## config.mk

```make
export PLATFORM = sky130hd
export DESIGN_NAME = hex_entry_capture
export DESIGN_NICKNAME = d
export VERILOG_FILES = /design/src/rtl/hex_entry_pkg.sv /design/src/rtl/btn_debounce.sv /design/src/rtl/hex_entry_capture.sv
export SDC_FILE = /design/constraint.sdc
export NUM_CORES = 1
export LEC_CHECK = 0
export BUFFER_PORTS_ARGS = -buffer_cell sky130_fd_sc_hd__buf_2
export CORE_AREA = 2 2 90 92
export DETAILED_ROUTE_END_ITERATION = 12
export DIE_AREA = 0 0 92 94
export GPL_ROUTABILITY_DRIVEN = 0
export HOLD_SLACK_MARGIN = 0.12
export MAX_ROUTING_LAYER = met4
export RECOVER_POWER = 100
export SKIP_CTS_REPAIR_TIMING = 1
export SYNTH_ARGS = -nofsm -noshare
export SYNTH_HDL_FRONTEND = slang
export SYNTH_SLANG_ARGS = --single-unit
```

## constraint.sdc

```tcl
create_clock -name clk -period 1.11 [get_ports clk]
set_input_delay 0 -clock clk [delete_from_list [all_inputs] [get_ports clk]]
set_output_delay 0 -clock clk [all_outputs]
set_load 0.005 [all_outputs]
```

## src/rtl/hex_entry_pkg.sv

```systemverilog
// Shared types and defaults for the hex entry capture block.
// Holds the FSM state encoding and default digit/debounce sizes.
package hex_entry_pkg;

  typedef enum logic [1:0] {
    IDLE    = 2'd0,
    COLLECT = 2'd1,
    HOLD    = 2'd2
  } state_t;

  localparam int DEF_DIGIT_W    = 4;
  localparam int DEF_DEB_CYCLES = 16;

endpackage

```

## src/rtl/btn_debounce.sv

```systemverilog
// Button conditioner: 2-flop sync, stability counter, and a
// single-cycle press pulse on an accepted 0->1 level change.
module btn_debounce
  import hex_entry_pkg::*;
#(
  parameter int DEB_CYCLES = DEF_DEB_CYCLES
) (
  input  logic clk,
  input  logic rst,
  input  logic btn,
  output logic press
);

  localparam int CNTW = $clog2(DEB_CYCLES);
  localparam logic [CNTW-1:0] CMAX = CNTW'(DEB_CYCLES - 1);

  logic            s1;
  logic            s2;
  logic            prev;
  logic            lvl;
  logic [CNTW-1:0] cnt;

  // Sync the raw level, count equal samples, accept after the run.
  always_ff @(posedge clk) begin
    if (rst) begin
      s1    <= 1'b0;
      s2    <= 1'b0;
      prev  <= 1'b0;
      lvl   <= 1'b0;
      cnt   <= '0;
      press <= 1'b0;
    end else begin
      s1    <= btn;
      s2    <= s1;
      prev  <= s2;
      press <= 1'b0;
      if (s2 != prev) begin
        cnt <= '0;
      end else if (cnt != CMAX) begin
        cnt <= cnt + 1'b1;
      end else begin
        if (s2 && !lvl) press <= 1'b1;
        lvl <= s2;
      end
    end
  end

endmodule

```

## src/rtl/hex_entry_capture.sv

```systemverilog
// Switch word entry: syncs switches, commits on debounced ENTER,
// and hands the word downstream over valid/ready.
module hex_entry_capture
  import hex_entry_pkg::*;
#(
  parameter int DIGITS     = 4,
  parameter int DIGIT_W    = DEF_DIGIT_W,
  parameter int DEB_CYCLES = DEF_DEB_CYCLES,
  parameter int SERIAL     = 0,
  localparam int W  = DIGITS * DIGIT_W,
  localparam int CW = $clog2(DIGITS + 1)
) (
  input  logic          clk,
  input  logic          rst,
  input  logic [W-1:0]  switch_in,
  input  logic          enter_btn,
  input  logic          clr_btn,
  input  logic          usr_ready,
  output logic [W-1:0]  usr_input,
  output logic          usr_valid,
  output logic [W-1:0]  live_value,
  output logic [CW-1:0] digit_count,
  output logic          overrun
);

  logic [W-1:0]  sw1;
  logic [W-1:0]  sw2;
  logic [W-1:0]  sw_img;
  logic [W-1:0]  part;
  logic [W-1:0]  shifted;
  logic          enter_ev;
  logic          clr_ev;

  state_t        state;
  state_t        n_state;
  logic [W-1:0]  n_input;
  logic          n_valid;
  logic [W-1:0]  n_part;
  logic [CW-1:0] n_count;
  logic          n_overrun;

  btn_debounce #(.DEB_CYCLES(DEB_CYCLES)) u_enter (
    .clk   (clk),
    .rst   (rst),
    .btn   (enter_btn),
    .press (enter_ev)
  );

  btn_debounce #(.DEB_CYCLES(DEB_CYCLES)) u_clr (
    .clk   (clk),
    .rst   (rst),
    .btn   (clr_btn),
    .press (clr_ev)
  );

  // Two sync stages then a registered image of the switches.
  always_ff @(posedge clk) begin
    if (rst) begin
      sw1    <= '0;
      sw2    <= '0;
      sw_img <= '0;
    end else begin
      sw1    <= switch_in;
      sw2    <= sw1;
      sw_img <= sw2;
    end
  end

  assign shifted = (part << DIGIT_W) | W'(sw2[DIGIT_W-1:0]);
  assign live_value = (SERIAL != 0) ? part : sw_img;

  // State and datapath registers.
  always_ff @(posedge clk) begin
    if (rst) begin
      state       <= IDLE;
      usr_input   <= '0;
      usr_valid   <= 1'b0;
      part        <= '0;
      digit_count <= '0;
      overrun     <= 1'b0;
    end else begin
      state       <= n_state;
      usr_input   <= n_input;
      usr_valid   <= n_valid;
      part        <= n_part;
      digit_count <= n_count;
      overrun     <= n_overrun;
    end
  end

  // Next-state: clear dominates, then per-state enter/ready handling.
  always_comb begin
    n_state   = state;
    n_input   = usr_input;
    n_valid   = usr_valid;
    n_part    = part;
    n_count   = digit_count;
    n_overrun = overrun;
    if (clr_ev) begin
      n_state   = IDLE;
      n_valid   = 1'b0;
      n_part    = '0;
      n_count   = '0;
      n_overrun = 1'b0;
    end else begin
      unique case (state)
        IDLE: begin
          if (enter_ev) begin
            if (SERIAL == 0) begin
              n_input = sw2;
              n_valid = 1'b1;
              n_state = HOLD;
            end else if (DIGITS == 1) begin
              n_input = shifted;
              n_valid = 1'b1;
              n_part  = '0;
              n_count = '0;
              n_state = HOLD;
            end else begin
              n_part  = shifted;
              n_count = CW'(1);
              n_state = COLLECT;
            end
          end
        end
        COLLECT: begin
          if (enter_ev) begin
            if (digit_count == CW'(DIGITS - 1)) begin
              n_input = shifted;
              n_valid = 1'b1;
              n_part  = '0;
              n_count = '0;
              n_state = HOLD;
            end else begin
              n_part  = shifted;
              n_count = digit_count + CW'(1);
            end
          end
        end
        HOLD: begin
          if (usr_ready) begin
            n_valid = 1'b0;
            n_state = IDLE;
          end else if (enter_ev) begin
            n_overrun = 1'b1;
          end
        end
        default: begin
          n_state = IDLE;
        end
      endcase
    end
  end

endmodule

```

# After elaboration in Yosys (flattened, before gate mapping)
# Index checks and enable logic that the tools add are counted.
# Widths: inputs -> output; s select.
[op_classes]
mul = 0
n_div = 0
shift = 0
order_cmp = 0
n_reduce_logical = 19
bitwise = 7
mux = 18
addsub = 3
eq_ne = 11
[ops]
columns = ["cell", "count"]
rows = [
  ["$mux 16", 3],
  ["$pmux 16 s2", 1],
  ["$or 16x4->16", 1],
  ["$mux 12", 1],
  ["$reduce_and 5->1", 2],
  ["$add 4x1->4 const B", 2],
  ["$mux 2", 4],
  ["$ne 4x4->1 const B", 2],
  ["$mux 1", 6],
  ["$not 1->1", 6],
  ["$pmux 2 s3", 1],
  ["$reduce_and 2->1", 3],
  ["$reduce_or 2->1", 3],
  ["$reduce_or 3->1", 2],
  ["$ne 2x1->1 const B", 2],
  ["$ne 2x2->1 const B", 2],
  ["$reduce_and 4->1", 1],
  ["$add 3x1->3 const B", 1],
  ["$eq 3x2->1 const B", 1],
  ["$mux 3", 1],
  ["$pmux 1 s3", 1],
  ["$reduce_and 3->1", 1],
  ["$reduce_bool 3->1", 1],
  ["$eq 2x1->1 const B", 1],
  ["other kinds (6)", 9],
]
[totals]
input_bits = 21
rom_bits = 0
ram_bits = 0
memories = 0
register_bits = 101
latch_bits = 0

# Longest topological paths before layout
# Gate-level depths: netlist of run 1.
[depth]
word_depth = 4
mapped_depth = 5
ltp_nobuf = 4

# Cells and area by module
# A second synthesis of run 1 with hierarchy kept.
[unflattened]
hier_cells = 231
area_unflattened_um2 = 2738.9
[by_module_without_submodules]
columns = ["mod", "area_each_um2", "cells_each", "seq_area_each_um2", "instances"]
rows = [
  ["hex_entry_capture", 2065.7, 165, 1321.3, 1],
  ["btn_debounce", 336.6, 33, 180.2, 2],
]

# Worst setup path after synthesis of run 1
# OpenSTA, ideal clock, no wires.
[synth_path]
path_type = "reg-to-reg"
startpoint = "register, netlist name usr_valid"
endpoint = "register usr_input[0]"
setup_slack_ns = -0.117
t_required_ns = 0.978
arrival_ns = 1.094
path_stages_with_launch = 6
cell_sequence = "dfxtp_1 -> or3b_1 -> buf_6 -> buf_6 -> nand2_1 -> a21oi_1"
[synth_lines]
columns = ["item", "line_no", "rtl"]
rows = [
  ["to (signal assigned)", "hex_entry_capture.sv:83", "usr_input <= n_input;"],
  ["to (decl)", "hex_entry_capture.sv:19", "output logic [W-1:0] usr_input,"],
]

# Worst setup path after layout of run 1
[layout_path]
startpoint = "register u_clr.press"
endpoint = "register usr_input[10]"
[layout_between]
elab_chain_cells = 2
[layout_lines]
columns = ["item", "line_no", "rtl"]
rows = [
  ["from (decl)", "btn_debounce.sv:11", "output logic press"],
  ["from (signal assigned)", "btn_debounce.sv:31", "press <= 1'b0;"],
  ["from (signal assigned)", "btn_debounce.sv:36", "press <= 1'b0;"],
  ["from (signal assigned)", "btn_debounce.sv:42", "if (s2 && !lvl) press <= 1'b1;"],
  ["$not 1->1 (no source line)", "-", ""],
  ["$reduce_and 5->1 (no source line)", "-", ""],
]
# No other way between the ends.
# A chain may end at the register's enable or synchronous reset.

==> results of run 1 <==
-- critical path, stage by stage, from the launching register on --
cell and delay (ns):
dfxtp_2 0.33, or3b_1 0.41, buf_4 0.18, nand2_1 0.07
a21oi_1 0.06
-- synth_stat cells (all sizes together) --
master	number	area, um^2
a2111oi	1	8.76
a211oi	2	15.0
a21oi	16	80.1
a31oi	3	18.8
a41oi	1	8.76
buf	7	61.3
clkbuf	7	26.3
conb	1	3.75
dfxtp	84	1680
ha	2	25.0
inv	4	15.0
mux2i	2	20.0
nand2	34	135
nand2b	4	25.0
nand3	4	20.0
nand4	1	6.26
nor2	11	41.3
nor2b	53	332
nor3	4	20.0
nor3b	1	12.5
nor4	1	6.26
o21ai	2	10.0
o22ai	2	12.5
or3b	1	8.76
xnor2	4	35.0
-- logic make-up (layout without fill, tap and decap cells) --
group                      Yosys count  after routing  share of synthesized area
adders and majority gates            2              2                    0.00952
DFF                                 84             84                      0.640
other                                1              3                    0.00143
AOI/OAI and AO/OA                   27             27                     0.0585
xor gates and xnor gates             4              4                     0.0133
muxes                                2              2                    0.00762
buffers and inverters               18            115                     0.0390
and+or+nand+nor                    114            114                      0.231
-- through the flow --
step | hold slack (ns) | total power, uW | area (um^2) | instances
finish | 0.159 | 5330 | 3570 | 453
global placement | 0.210 | 3460 | 3090 | 415
CTS | -0.153 | 5320 | 3260 | 430
global route | 0.198 | 5610 | 3570 | 453
detailed placement | 0.215 | 3470 | 3090 | 415
floorplan | 0.108 | 3360 | 2640 | 254
-- worst paths after layout --
| kind | slack [ns] | cells after the start | start | endpoint |
|---|---|---|---|---|
| setup / recovery | -0.03 | 4 | u_clr.press$_SDFF_PP0_ | usr_input[10]$_SDFFE_PP0P_ |
| setup reg to reg | -0.03 | 4 | u_clr.press$_SDFF_PP0_ | usr_input[10]$_SDFFE_PP0P_ |
| hold / removal | 0.16 | 3 | rst | u_clr.prev$_SDFF_PP0_ |
| hold reg to reg | 0.44 | 1 | sw1[11]$_SDFF_PP0_ | sw2[11]$_SDFF_PP0_ |
-- sequential cells by signal (all words and copies together) (netlist names) --
signal,count
usr_valid,1
u_clr.s2,1
u_enter.press,1
u_enter.prev,1
u_clr.prev,1
u_clr.cnt,4
u_clr.press,1
usr_input,16
u_clr.lvl,1
u_clr.s1,1
u_enter.s2,1
u_enter.s1,1
u_enter.cnt,4
sw1,16
overrun,1
u_enter.lvl,1
live_value,16
sw2,16
-- layout make-up --
cell class                 instances  area (um^2)  share of cell area
inverter                           4         15.0             0.00420
multi-input combinational        152          937               0.262
timing repair buffer              96          634               0.178
sequential                        84         1690               0.473
tap                              102          128              0.0357
clock buffer                      11          141              0.0396
clock inverter                     4         26.3             0.00736
-- power by group --
part           switching (uW)  leakage, uW  total, uW  internal [uW]
clock                     996    0.0000852       1850            858
sequential               41.8     0.000690       3150           3110
combinational             135     0.000681        327            193
total                    1170      0.00146       5330           4160
-- metal layers --
layer | GRT usage | routed length (um) | vias to the layer above | part of all wire
li1 | - | - | 994 | -
met1 | 0.139 | 2290 | 852 | 0.44
met2 | 0.197 | 2640 | 37 | 0.51
met3 | 0.0273 | 188 | 8 | 0.036
met4 | 0.0672 | 102 | 0 | 0.020
met5 | - | 0 | - | 0
==> results.tsv, run 1 <==
stage	metric	value	unit
run_status	status	finished, violations left	
run_status	failing checks	negative setup slack	
sta	Tmin final	1.14	ns
floorplanning	die width	92	um
layout	area grow syn2layout	35.8	%
floorplanning	Std-Cell Rows	32	
sta	max-slew violations	0	
clocking	CTS tree	done	
critical_path	critical path endpoint category	flip-flop	
synth	post-synth cell types	28	
min_path	Worst Hold Class	in -> reg	
sta	worst slew pin tran	0.468	ns
detailed_routing	routed len/inst	11.5	um
pwr	maximum vdd drop	0.583	mV
layout	leading cell type in the layout, fill and taps excluded	dfxtp_1	
layout	Filler cells	744	
critical_path	Max FO, Critical Path	4	
global_route	total global-route track usage	0.121	
clocking	CTS Buf Count	9	
detailed_routing	post-route ant nets	0	
sta	RSZ-0062 raised after global routing	true	
placed_design	pre-CTS setup slack	-0.0638	ns
layout	fin nets	370	
synth	post-synthesis instance total	252	
sta	FMAX	875	MHz
global_route	gr ovfl total	0	
detailed_routing	Residual DRC	0	
sta	Slew headroom	0.680	
clocking	# H-tree levels	3	
sta	Setup Total Neg Slack	-0.250	ns
layout	fraction of layout cells with a size suffix above 1	0.256	
synth	syn avg cell area	10.4	um^2
global_route	vias in the first global route	1728	
layout	most frequent cells in the layout	dfxtp_1 (78), nor2b_1 (53), buf_2 (38)	
clocking	Max clock buf depth	2	
sta	Final Cycle Share	1.03	
placed_design	input/output buffers	54	
pwr	Leakage	0.00146	uW
detailed_routing	number of iterations in the first detailed-routing pass	4	
sta	Final setup viols	15	
global_route	initial antenna violation count	0	
floorplanning	num ports	58	
sta	Setup Skew	0.0106	ns
job	max-cap violations	0	
global_route	first-pass GRT wire length	7900	um
synth	Seq cells post-synth	84	
synth	synthesized cell area	2630	um^2
layout	# diodes	0	
sta	final setup slack of the worst path	-0.0329	ns
floorplanning	Initial Util	0.346	
floorplanning	Die ar.	8650	um^2
detailed_routing	via count	1891	
clocking	Clock Sinks	84	
layout	fin util	0.469	
detailed_routing	Initial DRC Count	34	
critical_path	CP arrival	1.38	ns
detailed_routing	final wirelength	5210	um
floorplanning	Die Span Y	94	um
pwr	Pwr per Cell Area	1490	nW/um^2
placed_design	HPWL Detailed	3400	um
critical_path	Startpoint Class	flip-flop	
detailed_routing	vias per cell	4.17	
critical_path	Data required, critical path	1.35	ns
sta	Hold Violations, Final	0	
floorplanning	core box area	7610	um^2
global_route	largest net degree at the start of global routing	18	
synth	register area share after synthesis	0.640	
clocking	CTS root buf	clkbuf_8	
synth	Synth Warn #	0	
clocking	clock-pin slew on the worst setup and hold paths	0.08	ns
clocking	clk_lat worst skew	0.34	ns
critical_path	Worst Setup Path Type	reg -> reg	
No activity file was read; power rests on OpenSTA's default activity.
==> inputs of run 2 (changes only) <==
--- a/config.mk
+++ b/config.mk
@@ -6,9 +6,9 @@
 export NUM_CORES = 1
 export LEC_CHECK = 0
 export BUFFER_PORTS_ARGS = -buffer_cell sky130_fd_sc_hd__buf_2
-export CORE_AREA = 2 2 90 92
+export CORE_AREA = 2 2 92 94
 export DETAILED_ROUTE_END_ITERATION = 12
-export DIE_AREA = 0 0 92 94
+export DIE_AREA = 0 0 94 96
 export GPL_ROUTABILITY_DRIVEN = 0
 export HOLD_SLACK_MARGIN = 0.12
 export MAX_ROUTING_LAYER = met4
@@ -16,4 +16,5 @@
 export SKIP_CTS_REPAIR_TIMING = 1
 export SYNTH_ARGS = -nofsm -noshare
 export SYNTH_HDL_FRONTEND = slang
+export SYNTH_HIERARCHICAL = 1
 export SYNTH_SLANG_ARGS = --single-unit
==> run 2 against run 1 <==
Compared with the run above: the run still ends with negative setup slack left; clock power is 16% higher; final cell count fell by 3.5%; setup slack worse by 0.15 ns; critical endpoint is now usr_input[14]$_SDFFE_PP0P_.
==> results.tsv, run 2 <==
stage	metric	value	unit	change
layout	Final Instance Count excl. Fillers	437		-3.5%
critical_path	CP Cell Sequence	or3b_4, buf_12, mux2_4		
floorplanning	Initial Util	0.340		-0.00539
critical_path	FF-to-FF Start	u_clr/press$_SDFF_PP0_		
placed_design	Placed Instances	392		-5.5%
critical_path	Startpoint Class	flip-flop		
clocking	CTS Buf Count	9		unchanged
critical_path	Data required, critical path	1.33	ns	-0.02 ns
layout	fin nets	350		-5.4%
floorplanning	num ports	58		unchanged
sta	Final setup viols	16		+1
placed_design	Placement Cell Area	3200	um^2	+3.3%
run_status	failing checks	negative setup slack		
global_route	largest net degree at the start of global routing	41		+23
global_route	initial antenna violation count	0		unchanged
sta	Setup Skew	0.0104	ns	-0.000158 ns
detailed_routing	post-route ant nets	0		unchanged
layout	most frequent cells in the layout	dfxtp_1 (78), nor2b_1 (67), buf_2 (34)		
detailed_routing	routed len/inst	10.3	um	-10%
job	max-cap violations	0		unchanged
min_path	Worst Hold Class	in -> reg		
synth	most numerous cell in the Yosys netlist	dfxtp_1		
clocking	Max clock buf depth	2		unchanged
global_route	total global-route track usage	0.0987		-0.0224
critical_path	CP max stage cell	or3b_4		
synth	Post-synth EDFFs	0		unchanged
layout	Filler cells	755		+1.5%
clocking	clock-pin slew on the worst setup and hold paths	0.08	ns	about the same
layout	# diodes	0		unchanged
placed_design	input/output buffers	54		unchanged
global_route	first-pass GRT wire length	6600	um	-17%
critical_path	critical path endpoint category	flip-flop		
critical_path	Crit Reg-Reg Endpoint	usr_input[14]$_SDFFE_PP0P_		
pwr	maximum vdd drop	0.581	mV	-0.35%
run_status	status	finished, violations left		
sta	FMAX	771	MHz	-12%
pwr	Pwr per Cell Area	1530	nW/um^2	+2.4%
detailed_routing	number of iterations in the first detailed-routing pass	4		unchanged
detailed_routing	Residual DRC	0		unchanged
sta	final hold slack	0.0674	ns	-0.0920 ns
synth	Seq cells post-synth	84		unchanged
synth	ys flop type	dfxtp_1		
layout	leading cell type in the layout, fill and taps excluded	dfxtp_1		
sta	RSZ-0062 raised after global routing	true		
clocking	clk_lat worst skew	0.34	ns	about the same
synth	top cells by count, synth	dfxtp_1 (84), nor2b_1 (67), mux2_4 (10), nor2_1 (7)		
detailed_routing	Initial DRC Count	46		+35%
synth	register area share after synthesis	0.614		-0.0257
sta	final setup slack of the worst path	-0.187	ns	-0.154 ns
synth	Area contributors post-synth	dfxtp_1 (61%), nor2b_1 (15%), mux2_4 (5.5%), mux2_2 (2.5%), xnor2_1 (1.3%)		
critical_path	Worst Setup Path Type	reg -> reg		
sta	max-slew violations	0		unchanged
sta	Tmin final	1.30	ns	+0.154 ns
synth	synthesized cell area	2740	um^2	+4.2%
detailed_routing	final wirelength	4510	um	-14%
placed_design	HPWL Detailed	2770	um	-19%
synth	Synth area leader	dfxtp_1		
clocking	# H-tree levels	3		unchanged
pwr	Final Total Pwr	5630	uW	+5.7%
sta	Hold Violations, Final	0		unchanged
detailed_routing	via count	1798		-4.9%
critical_path	crit path launch	u_clr/press$_SDFF_PP0_		
critical_path	reg2reg setup slack	-0.19	ns	-0.15 ns
sta	Final Cycle Share	1.17		+0.139
pwr	Leakage	0.00158	uW	+8.3%
global_route	vias in the first global route	1515		-12%
clocking	Clock Sinks	84		unchanged
critical_path	Register-to-Register Path Depth	3		-1
floorplanning	die width	94	um	+2.2%
floorplanning	Std-Cell Rows	33		+3.1%
global_route	gr ovfl total	0		unchanged
layout	area of all placed cells without fillers	3680	um^2	+3.2%
critical_path	Max FO, Critical Path	16		+12
synth	ys async rst share	0		unchanged
critical_path	CP arrival	1.52	ns	+0.14 ns
synth	post-synthesis instance total	231		-8.3%
synth	Synth Warn #	6		+6
clocking	CTS tree	done		
clocking	CTS root buf	clkbuf_8		
layout	area grow syn2layout	34.5	%	
critical_path	CP endpoint	usr_input[14]$_SDFFE_PP0P_		
layout	area of the multi-input gates	992	um^2	+5.9%
floorplanning	Die ar.	9020	um^2	+4.3%
sta	Setup Total Neg Slack	-2.68	ns	-2.43 ns
layout	fraction of layout cells with a size suffix above 1	0.265		+0.00865
detailed_routing	vias per cell	4.11		-1.4%
floorplanning	Die Span Y	96	um	+2.1%
layout	Storage cell area	1690	um^2	unchanged
synth	top-area cell type share of the netlist area	0.614		-0.0257
critical_path	CP max stage delay	0.40	ns	about the same
synth	syn avg cell area	11.9	um^2	+14%
synth	post-synth cell types	30		+7.1%
floorplanning	core box area	8050	um^2	+5.8%
[run 2: worst min path at each step]
stage / endpoint / slack, ns / start / cells after the start
finish: u_enter/lvl$_SDFFE_PP0P_ / 0.07 / rst / 3
global route: u_enter/lvl$_SDFFE_PP0P_ / 0.1 / rst / 3
CTS: usr_valid$_SDFFE_PP0P_ / -0.16 / usr_ready / 2
detailed placement: u_enter/s1$_SDFF_PP0_ / 0.21 / enter_btn / 2
global placement: sw1[7]$_SDFF_PP0_ / 0.21 / switch_in[7] / 2
floorplan: u_clr/s1$_SDFF_PP0_ / 0.07 / rst / 1
[run 2: area by class of cell]
class                   instances  share of cell area
multi-input cells             132               0.269
well taps                     105              0.0357
clock buffers                  11              0.0384
clock inverters                 5              0.0166
flip-flops and latches         84               0.458
inverters                       5             0.00509
repair buffers                 95               0.177
[run 2: metal layers]
layer	wire length (um)	global-route usage	vias up	part of all wire
met3	215	0.0290	8	0.048
met5	0	-	-	0
li1	-	-	933	-
met2	2130	0.157	45	0.47
met1	2070	0.110	812	0.46
met4	91	0.0616	0	0.020
[run 2: cell families after synthesis]
group	share of synthesized area
AOI/OAI and AO/OA	0.0288
xor gates and xnor gates	0.0128
adders and majority gates	0.00914
buffers and inverters	0.0365
DFF	0.614
muxes	0.0868
other	0.00137
and+or+nand+nor	0.211
[run 2: critical path, delay by kind of cell (launching register included)]
family	cells	cell delay (ns)
buffers and inverters	1	0.17
DFF	1	0.32
muxes	1	0.29
and+or+nand+nor	1	0.40
[run 2: power by group]
part	switching [uW]	internal [uW]	total, uW
combinational	132	206	339
clock	1040	1110	2150
sequential	38.9	3110	3150
total	1210	4430	5630
[run 2: through the flow]
stage	setup WS (ns)	utilization
after detailed placement	-0.195	0.397
after global placement	-0.190	0.397
after floorplan	-0.249	-
after global routing	-0.221	0.458
final	-0.187	0.458
after CTS	-0.214	0.422
